--- config.mk ---
export PLATFORM = sky130hd
export DESIGN_NAME = par2ser_sel_flat
export DESIGN_NICKNAME = d
export VERILOG_FILES = /design/src/rtl/par2ser_sel_pkg.sv /design/src/rtl/par2ser_sel_if.sv /design/src/rtl/par2ser_sel_mux2x1.sv /design/src/rtl/par2ser_sel.sv /design/src/flat_wrapper.sv
export SDC_FILE = /design/constraint.sdc
export NUM_CORES = 1
export LEC_CHECK = 0
export CAP_MARGIN = 20
export CORE_UTILIZATION = 39
export CTS_CLUSTER_DIAMETER = 80
export DETAILED_ROUTE_END_ITERATION = 12
export MAX_ROUTING_LAYER = met4
export PLACE_DENSITY = 0.66
export SYNTH_ARGS = -nofsm -noshare
export SYNTH_HDL_FRONTEND = slang
export SYNTH_SLANG_ARGS = --single-unit
--- constraint.sdc ---
create_clock -name clk -period 3.06 [get_ports clk]
set_input_delay 0.306 -clock clk [delete_from_list [all_inputs] [get_ports clk]]
set_output_delay 0.306 -clock clk [all_outputs]
set_load 0.02 [all_outputs]
--- src/rtl/par2ser_sel_pkg.sv ---
// Shared definitions for the two-lane parallel-to-serial front end:
// output FSM encodings and FIFO sizing.
package par2ser_sel_pkg;

    typedef enum logic [1:0] {
        IDLE  = 2'd0,
        LANE0 = 2'd1,
        LANE1 = 2'd2
    } state_t;

    localparam int         FIFO_DEPTH = 2;
    localparam logic [1:0] CNT_FULL   = 2'd2;
    localparam logic [1:0] CNT_EMPTY  = 2'd0;

endpackage

--- src/rtl/par2ser_sel_if.sv ---
// Handshake bundle for par2ser_sel: upstream word port, downstream lane
// port and status. master = the side feeding words and consuming lanes,
// slave = the serializer itself.
interface par2ser_sel_if #(
    parameter int WIDTH = 1
);
    logic                 in_valid;
    logic                 in_ready;
    logic [2*WIDTH-1:0]   in_data;
    logic                 out_valid;
    logic                 out_ready;
    logic [WIDTH-1:0]     out_data;
    logic                 out_sel;
    logic                 out_last;
    logic                 busy;

    modport master (
        output in_valid, in_data, out_ready,
        input  in_ready, out_valid, out_data, out_sel, out_last, busy
    );

    modport slave (
        input  in_valid, in_data, out_ready,
        output in_ready, out_valid, out_data, out_sel, out_last, busy
    );
endinterface

--- src/rtl/par2ser_sel_mux2x1.sv ---
// Single-bit 2:1 mux: sel=0 passes a (lane 0), sel=1 passes b (lane 1).
module mux2x1 (
    input  logic a,
    input  logic b,
    input  logic sel,
    output logic y
);
    assign y = sel ? b : a;
endmodule

--- src/rtl/par2ser_sel.sv ---
// Two-lane parallel-to-serial front end. Words are buffered in a 2-entry
// FIFO; an output FSM walks the head word lane 0 then lane 1, one lane per
// accepted output beat, driving the select of a per-bit mux2x1 bank.
module par2ser_sel
    import par2ser_sel_pkg::*;
#(
    parameter int WIDTH = 1
) (
    input  logic          clk,
    input  logic          rst_n,
    par2ser_sel_if.slave  bus
);

    logic [2*WIDTH-1:0] fifo_mem [FIFO_DEPTH];
    logic               wr_ptr;
    logic               rd_ptr;
    logic [1:0]         count;
    logic [1:0]         count_nxt;
    state_t             state;
    state_t             state_nxt;

    logic               push;
    logic               beat;
    logic               pop;
    logic               sel;
    logic               vld;
    logic               last;
    logic [2*WIDTH-1:0] head;
    logic [WIDTH-1:0]   lane_y;

    // Ready depends only on registered occupancy, forced low while in reset.
    assign bus.in_ready = (count != CNT_FULL) && rst_n;
    assign push         = bus.in_valid && bus.in_ready;
    assign beat         = vld && bus.out_ready;
    // The word leaves the FIFO only once its second lane is taken.
    assign pop          = beat && (state == LANE1);
    assign count_nxt    = count + {1'b0, push} - {1'b0, pop};

    // FIFO storage and pointers; no bypass, so a pushed word is visible next cycle.
    always_ff @(posedge clk or negedge rst_n) begin
        if (!rst_n) begin
            for (int i = 0; i < FIFO_DEPTH; i++) begin
                fifo_mem[i] <= '0;
            end
            wr_ptr <= 1'b0;
            rd_ptr <= 1'b0;
            count  <= CNT_EMPTY;
        end else begin
            if (push) begin
                fifo_mem[wr_ptr] <= bus.in_data;
                wr_ptr           <= ~wr_ptr;
            end
            if (pop) begin
                rd_ptr <= ~rd_ptr;
            end
            count <= count_nxt;
        end
    end

    // Output FSM state register.
    always_ff @(posedge clk or negedge rst_n) begin
        if (!rst_n) begin
            state <= IDLE;
        end else begin
            state <= state_nxt;
        end
    end

    // Next-state logic and state-decoded outputs (no path from out_ready to outputs).
    always_comb begin
        state_nxt = state;
        vld       = 1'b0;
        sel       = 1'b0;
        last      = 1'b0;
        case (state)
            IDLE: begin
                // Only a push can make the empty FIFO non-empty.
                if (push) begin
                    state_nxt = LANE0;
                end
            end
            LANE0: begin
                vld = 1'b1;
                if (beat) begin
                    state_nxt = LANE1;
                end
            end
            LANE1: begin
                vld  = 1'b1;
                sel  = 1'b1;
                last = 1'b1;
                if (beat) begin
                    state_nxt = (count_nxt != CNT_EMPTY) ? LANE0 : IDLE;
                end
            end
            default: begin
                state_nxt = IDLE;
            end
        endcase
    end

    assign head = fifo_mem[rd_ptr];

    for (genvar i = 0; i < WIDTH; i++) begin : g_lane
        mux2x1 u_mux (
            .a   (head[i]),
            .b   (head[WIDTH+i]),
            .sel (sel),
            .y   (lane_y[i])
        );
    end

    assign bus.out_valid = vld;
    assign bus.out_sel   = sel;
    assign bus.out_last  = last;
    assign bus.out_data  = lane_y;
    assign bus.busy      = (count != CNT_EMPTY);

endmodule

--- src/flat_wrapper.sv ---
// flat-port wrapper written by rule: the top's interface ports become plain ports
module par2ser_sel_flat import par2ser_sel_pkg::*;
#(
    parameter int WIDTH = 1
)
  (clk, rst_n, bus_in_valid, bus_in_data, bus_out_ready, bus_in_ready, bus_out_valid, bus_out_data, bus_out_sel, bus_out_last, bus_busy);
  par2ser_sel_if #(.WIDTH(WIDTH)) bus_i ();
  input  logic clk;
  input  logic rst_n;
  input wire logic [$bits(bus_i.in_valid)-1:0] bus_in_valid;
  input wire logic [$bits(bus_i.in_data)-1:0] bus_in_data;
  input wire logic [$bits(bus_i.out_ready)-1:0] bus_out_ready;
  output wire logic [$bits(bus_i.in_ready)-1:0] bus_in_ready;
  output wire logic [$bits(bus_i.out_valid)-1:0] bus_out_valid;
  output wire logic [$bits(bus_i.out_data)-1:0] bus_out_data;
  output wire logic [$bits(bus_i.out_sel)-1:0] bus_out_sel;
  output wire logic [$bits(bus_i.out_last)-1:0] bus_out_last;
  output wire logic [$bits(bus_i.busy)-1:0] bus_busy;
  assign bus_i.in_valid = bus_in_valid;
  assign bus_i.in_data = bus_in_data;
  assign bus_i.out_ready = bus_out_ready;
  assign bus_in_ready = bus_i.in_ready;
  assign bus_out_valid = bus_i.out_valid;
  assign bus_out_data = bus_i.out_data;
  assign bus_out_sel = bus_i.out_sel;
  assign bus_out_last = bus_i.out_last;
  assign bus_busy = bus_i.busy;
  par2ser_sel #(.WIDTH(WIDTH)) u_core (.clk(clk), .rst_n(rst_n), .bus(bus_i));
endmodule
# Word-level counts from Yosys, hierarchy flattened

Cells that the tools add are included.

Add/subtract/negate cells: 2
Magnitude comparators: 3
Equal/unequal tests: 6
Mux-type cells: 14
Bitwise operators: 4
Reduce and logical (&&, ||, !) cells: 10

Operators with widths:

| cell                 | number |
|---|---|
| $mux W2              | 7 |
| $ne A2 B1 Y1 const B | 3 |
| $pmux W2 S3          | 1 |
| $logic_and A1 B1 Y1  | 5 |
| $bwmux W4            | 1 |
| $ge A2 B2 Y1 const B | 2 |
| $mux W1              | 4 |
| $not A1 Y2           | 2 |
| $reduce_bool A2 Y1   | 2 |
| $reduce_and A3 Y1    | 1 |
| $add A2 B1 Y2        | 1 |
| $demux W2 S1         | 1 |
| $eq A2 B1 Y1 const B | 1 |
| $eq A2 B2 Y1 const B | 1 |
| $logic_not A2 Y1     | 1 |
| $lt A2 B1 Y1 const B | 1 |
| $ne A2 B2 Y1 const B | 1 |
| $not A1 Y1           | 2 |
| $reduce_or A2 Y1     | 1 |
| $sub A2 B1 Y2        | 1 |

Register bits after elaboration: 10
Input port bits: 6
Output and inout port bits: 6
Word-level logic and storage cells: 45

# Logic depth before layout (Yosys ltp)

Depth after elaboration: 10
Depth in mapped cells: 10
Gate-level depth less buffers: 10

# Hierarchy

A second synthesis with hierarchy kept.

Cell total of the unflattened synthesis: 50
Area total of the unflattened synthesis: 588.1 µm²

Modules (own cells, without submodules):

| module      | times used | cells an instance | area an instance (µm²) | sequential area each (µm²) |
|---|---|---|---|---|
| par2ser_sel | 1          | 49                | 573.0                  | 250.2 |
| mux2x1      | 1          | 1                 | 15.0                   | 0.0 |

# Least setup slack after synthesis

Ideal clock, no wire load.

Path type: reg2reg
From: register u_core.state[0]
To: register u_core.state[0]
Setup time: 121 ps
Data arrival time: 2072 ps
Required time: 2939 ps
Setup slack: 867 ps
Cell stages (with the launch flop): 11
Buffers on the path: 0
Clock period less this slack: 2193 ps
Cell sequence: dfrtp_1 inv_1 ha_1 and3_1 ha_1 inv_1 ha_1 xor3_1 nor2_1 o2bb2ai_1 a22o_1

Word-level cells in the longest chain between the ends: 10
Elaborated cells on any way between the ends: 16
Those cells by class: add/sub: 1; eq/ne: 5; mux: 4; reduce/logical: 6

Ends and longest elaborated chain:

| element                                             | line               | text |
|---|---|---|
| from (decl)                                         | par2ser_sel.sv:19  | `state_t state;` |
| from (signal assigned)                              | par2ser_sel.sv:65  | `state <= state_nxt;` |
| $eq A2 B1 Y1 / $eq A2 B2 Y1 (equally long branches) | par2ser_sel.sv:75  | `case (state)` |
| $reduce_or A2 Y1 (no source line) *                 | n/a                |  |
| $mux W1 *                                           | par2ser_sel.sv:75  |  |
| net bus_out_valid                                   | flat_wrapper.sv:14 | `output wire logic [$bits(bus_i.out_valid)-1:0] bus_out_valid;` |
| $logic_and A1 B1 Y1 *                               | par2ser_sel.sv:34  | `assign beat = vld && bus.out_ready;` |
| $logic_and A1 B1 Y1 *                               | par2ser_sel.sv:36  | `assign pop = beat && (state == LANE1);` |
| net u_core.pop                                      | par2ser_sel.sv:24  | `logic pop;` |
| $sub A2 B1 Y2 *                                     | par2ser_sel.sv:37  | `assign count_nxt = count + {1'b0, push} - {1'b0, pop};` |
| net u_core.count_nxt[1]                             | par2ser_sel.sv:18  | `logic [1:0] count_nxt;` |
| $reduce_bool A2 Y1 *                                | par2ser_sel.sv:93  | `state_nxt = (count_nxt != CNT_EMPTY) ? LANE0 : IDLE;` |
| $mux W1 *                                           | par2ser_sel.sv:93  |  |
| $mux W2 *                                           | par2ser_sel.sv:92  | `if (beat) begin` |
| $pmux W2 S3 *                                       | par2ser_sel.sv:75  |  |

The timed path passes the listed nets; every way through them passes the cells marked *. The select of a mux whose other input is x is not followed.
A chain may end at the register's enable or synchronous reset.

# Final worst setup path

From: register u_core.state[0]
To: output bus_out_data

Word-level cells in the longest chain between the ends: 3

Ends and longest elaborated chain:

| element      | line                    | text |
|---|---|---|
| $eq A2 B2 Y1 | par2ser_sel.sv:75       |  |
| $mux W1      | par2ser_sel.sv:75       |  |
| $mux W1      | par2ser_sel_mux2x1.sv:8 | `assign y = sel ? b : a;` |
| to (decl)    | flat_wrapper.sv:15      | `output wire logic [$bits(bus_i.out_data)-1:0] bus_out_data;` |

No other way between the ends.

==> run summary <==
run status -> finished, final reports clean
Core ar. -> 1350 sq um
Worst-Margin Slew -> 0.235 ns
gate count of the mapped netlist -> 48
Synth Area in XOR/XNOR -> 7.07%
Yosys reg bits -> 10
TritonRoute pass-1 iters -> 3
post-synthesis cell type count -> 22
HPWL Detailed -> 723 microns
FF+latch area -> 250 sq um
clock root buffer -> clkbuf_4
pwr dens -> 972 nW/um^2
Syn Area/Cell -> 12.2 sq um
Flop pwr share -> 34.2%
RSZ-0062 raised after global routing -> false
TritonCTS buffer count -> 3
Final period util -> 74.0%
die area -> 1660 sq um
clk_lat worst skew -> 0.26 ns
WP data required -> 2.75 ns
Via density -> 4.52
warnings from Yosys -> 0
Setup WS pre-CTS -> 0.812 ns
CP max FO -> 7
routed vias -> 348
synthesis-to-layout area growth -> 25.9%
Syn Nets -> 61
Seq/Total Area, Yosys -> 42.8%
clock sinks -> 10
Final nets -> 77
commonest cells after routing, fill and taps aside -> 11 x clkdlybuf4s50_1, 10 x dfrtp_1, 7 x ha_1, 5 x inv_1
post_cts resized -> 0
Iter 0 DRT Violations -> 1
Ports -> 12
most area-hungry cell type in the Yosys netlist -> dfrtp_1
mux contribution to synthesized area -> 14.1%
Routed WL per cell -> 11.3 microns
CTS tree -> yes
largest net degree at the start of global routing -> 13
Max-cap violations -> 0
internal power -> 0.000460 W
r2r setup slk -> 0.82 ns
Slew Limit Fails -> 0
critical path type -> flip-flop to output pin
Critical Path AT -> 1.96 ns
peak supply drop -> 0.329 mV
commonest non-fill, non-tap cell in the layout -> clkdlybuf4s50_1
largest family of logic cells by synthesized area -> adder cells
Die X-Extent -> 40.7 microns
Reg2Reg Launch Point -> u_core.state[0]$_DFFE_PN0P_
GPL Wtd Cong -> 0.707
GRT Residual Overflow -> 0
floorplan row count -> 13
final setup fails -> 0
post-synthesis compound-gate area fraction -> 5.35%
Synth area leaders -> dfrtp_1 43%, ha_1 15%, mux2_2 7.7%, xor3_1 4.1%, mux4_2 3.9%
Filler Cell Count -> 128
initial antenna violation count -> 0
CTS Hold Bufs -> 0
Multi-input gate area -> 304 sq um
R2R cell count -> 10
Sw Pwr -> 0.000255 W
CTS H-tree lvls -> 1
clock slew at reported path FFs -> 0.06 ns
Comb power frac -> 54.0%
via count of the first global-routing pass -> 295
fmax -> 0.441 GHz
Synth top area share -> 42.8%
Hold Violations, Final -> 0
final WL -> 869 microns
startpoint type of the worst setup path -> flip-flop
CTS Buffer Depth -> 2
TNS Setup -> 0 ns
final antenna-violating net count -> 0
die height -> 40.7 microns
hold crit path type -> input pin to asynchronous set/reset pin
clock network fraction of total power -> 11.8%
simple-gate area share of the yosys netlist -> 10.5%
PortBufs -> 11
Final min period -> 2.27 ns
Switching Share -> 35.7%
Starting Density -> 43.3%
Post-route DRC -> 0
reg2reg end -> u_core.state[0]$_DFFE_PN0P_
Post-Synth Adder-Cell Area -> 15.0%
max_slew headroom -> 84.3%
Setup WS post-layout -> 0.794 ns
leakage -> 0.355 nW
CP endpoint kind -> output pin
post-CTS setup buffer count -> 0
Cell Area, Synth -> 584 sq um
Final Skew -> 0.00914 ns
layout cells sized above 1 -> 22.6%
Global Route Usage Sum -> 12.8%
first-pass GRT wire length -> 1310 microns
ant diodes -> 0
## cell families (layout without fill, tap and decap cells)
kind of cell    after synthesis  count (layout)
compound gates                4               4
buf+inv                       7              21
simple gates                 11              11
fa+ha+maj                     7               7
xor+xnor                      3               3
flops                        10              10
mux                           6               6
## area by class of cell
cell class                      count  share of cell area [%]
Multi-Input combinational cell     31                    41.3
Timing Repair Buffer               12                    16.0
Tap cell                           15                    2.55
Inverter                            6                    3.06
Sequential cell                    10                    34.0
Clock buffer                        3                    3.06
## sequential cells by signal (all words and copies together), names as in the netlist
signal	count
u_core.fifo_mem	4
u_core.state	2
u_core.rd_ptr	1
u_core.count	2
u_core.wr_ptr	1
## through the flow
step	hold slack [ns]	util (%)	area, sq um	instances	total power [W]
2_1_floorplan	0.0104	-	584	48	0.000519
3_3_place_gp	0.482	52.8	713	74	0.000635
3_5_place_dp	0.492	52.8	713	74	0.000641
4_1_cts	0.333	54.5	736	77	0.000730
5_1_grt	0.353	54.5	736	77	0.000774
6_report	0.335	54.5	736	77	0.000715
## critical path, cell delays in order, from the launching register on
cell and delay (ns):
dfrtp_1 0.44, inv_1 0.10, ha_1 0.29, mux4_2 0.33, clkdlybuf4s50_1 0.55
## cell usage after synthesis
| master | number |
|---|---|
| inv_1 | 5 |
| o2bb2ai_1 | 1 |
| dfrtp_1 | 10 |
| mux4_2 | 1 |
| mux2_4 | 1 |
| xor2_1 | 1 |
| nand2_1 | 1 |
| inv_2 | 1 |
| o22ai_1 | 1 |
| buf_4 | 1 |
| ha_1 | 7 |
| a22o_1 | 1 |
| or2_2 | 1 |
| mux2_2 | 4 |
| xor3_1 | 1 |
| nor2_1 | 4 |
| nand3_2 | 1 |
| nand2b_1 | 2 |
| and3_1 | 1 |
| xnor2_1 | 1 |
| and2_2 | 1 |
| a21o_1 | 1 |
## how the worst max path moves through the flow
stage	startpoint	end	slack, ns	cells after the start
after detailed placement	u_core.state[0]$_DFFE_PN0P_	u_core.state[0]$_DFFE_PN0P_	0.81	10
after global routing	u_core.state[0]$_DFFE_PN0P_	u_core.state[0]$_DFFE_PN0P_	0.64	10
after CTS	u_core.state[0]$_DFFE_PN0P_	bus_out_data	0.77	4
after global placement	u_core.state[0]$_DFFE_PN0P_	u_core.state[0]$_DFFE_PN0P_	0.82	10
final	u_core.state[0]$_DFFE_PN0P_	bus_out_data	0.79	4
after floorplan	u_core.state[0]$_DFFE_PN0P_	u_core.state[0]$_DFFE_PN0P_	0.87	10
## layer usage
layer  vias up  wire (microns)  GRT usage (%)
met3         0              39           5.43
li1        186               -              -
met4         0               0           2.50
met2         6             398           16.7
met5         -               0              -
met1       156             431           18.4
## power groups by stage
stage,logic [W],clock network (W),registers (W)
global placement,0.000389,0,0.000246
finish,0.000386,0.0000844,0.000245
CTS,0.000395,0.0000902,0.000245
global route,0.000426,0.0000961,0.000252
detailed placement,0.000394,0,0.000247
floorplan,0.000283,0,0.000236
Power figures use the tool's default switching activity.
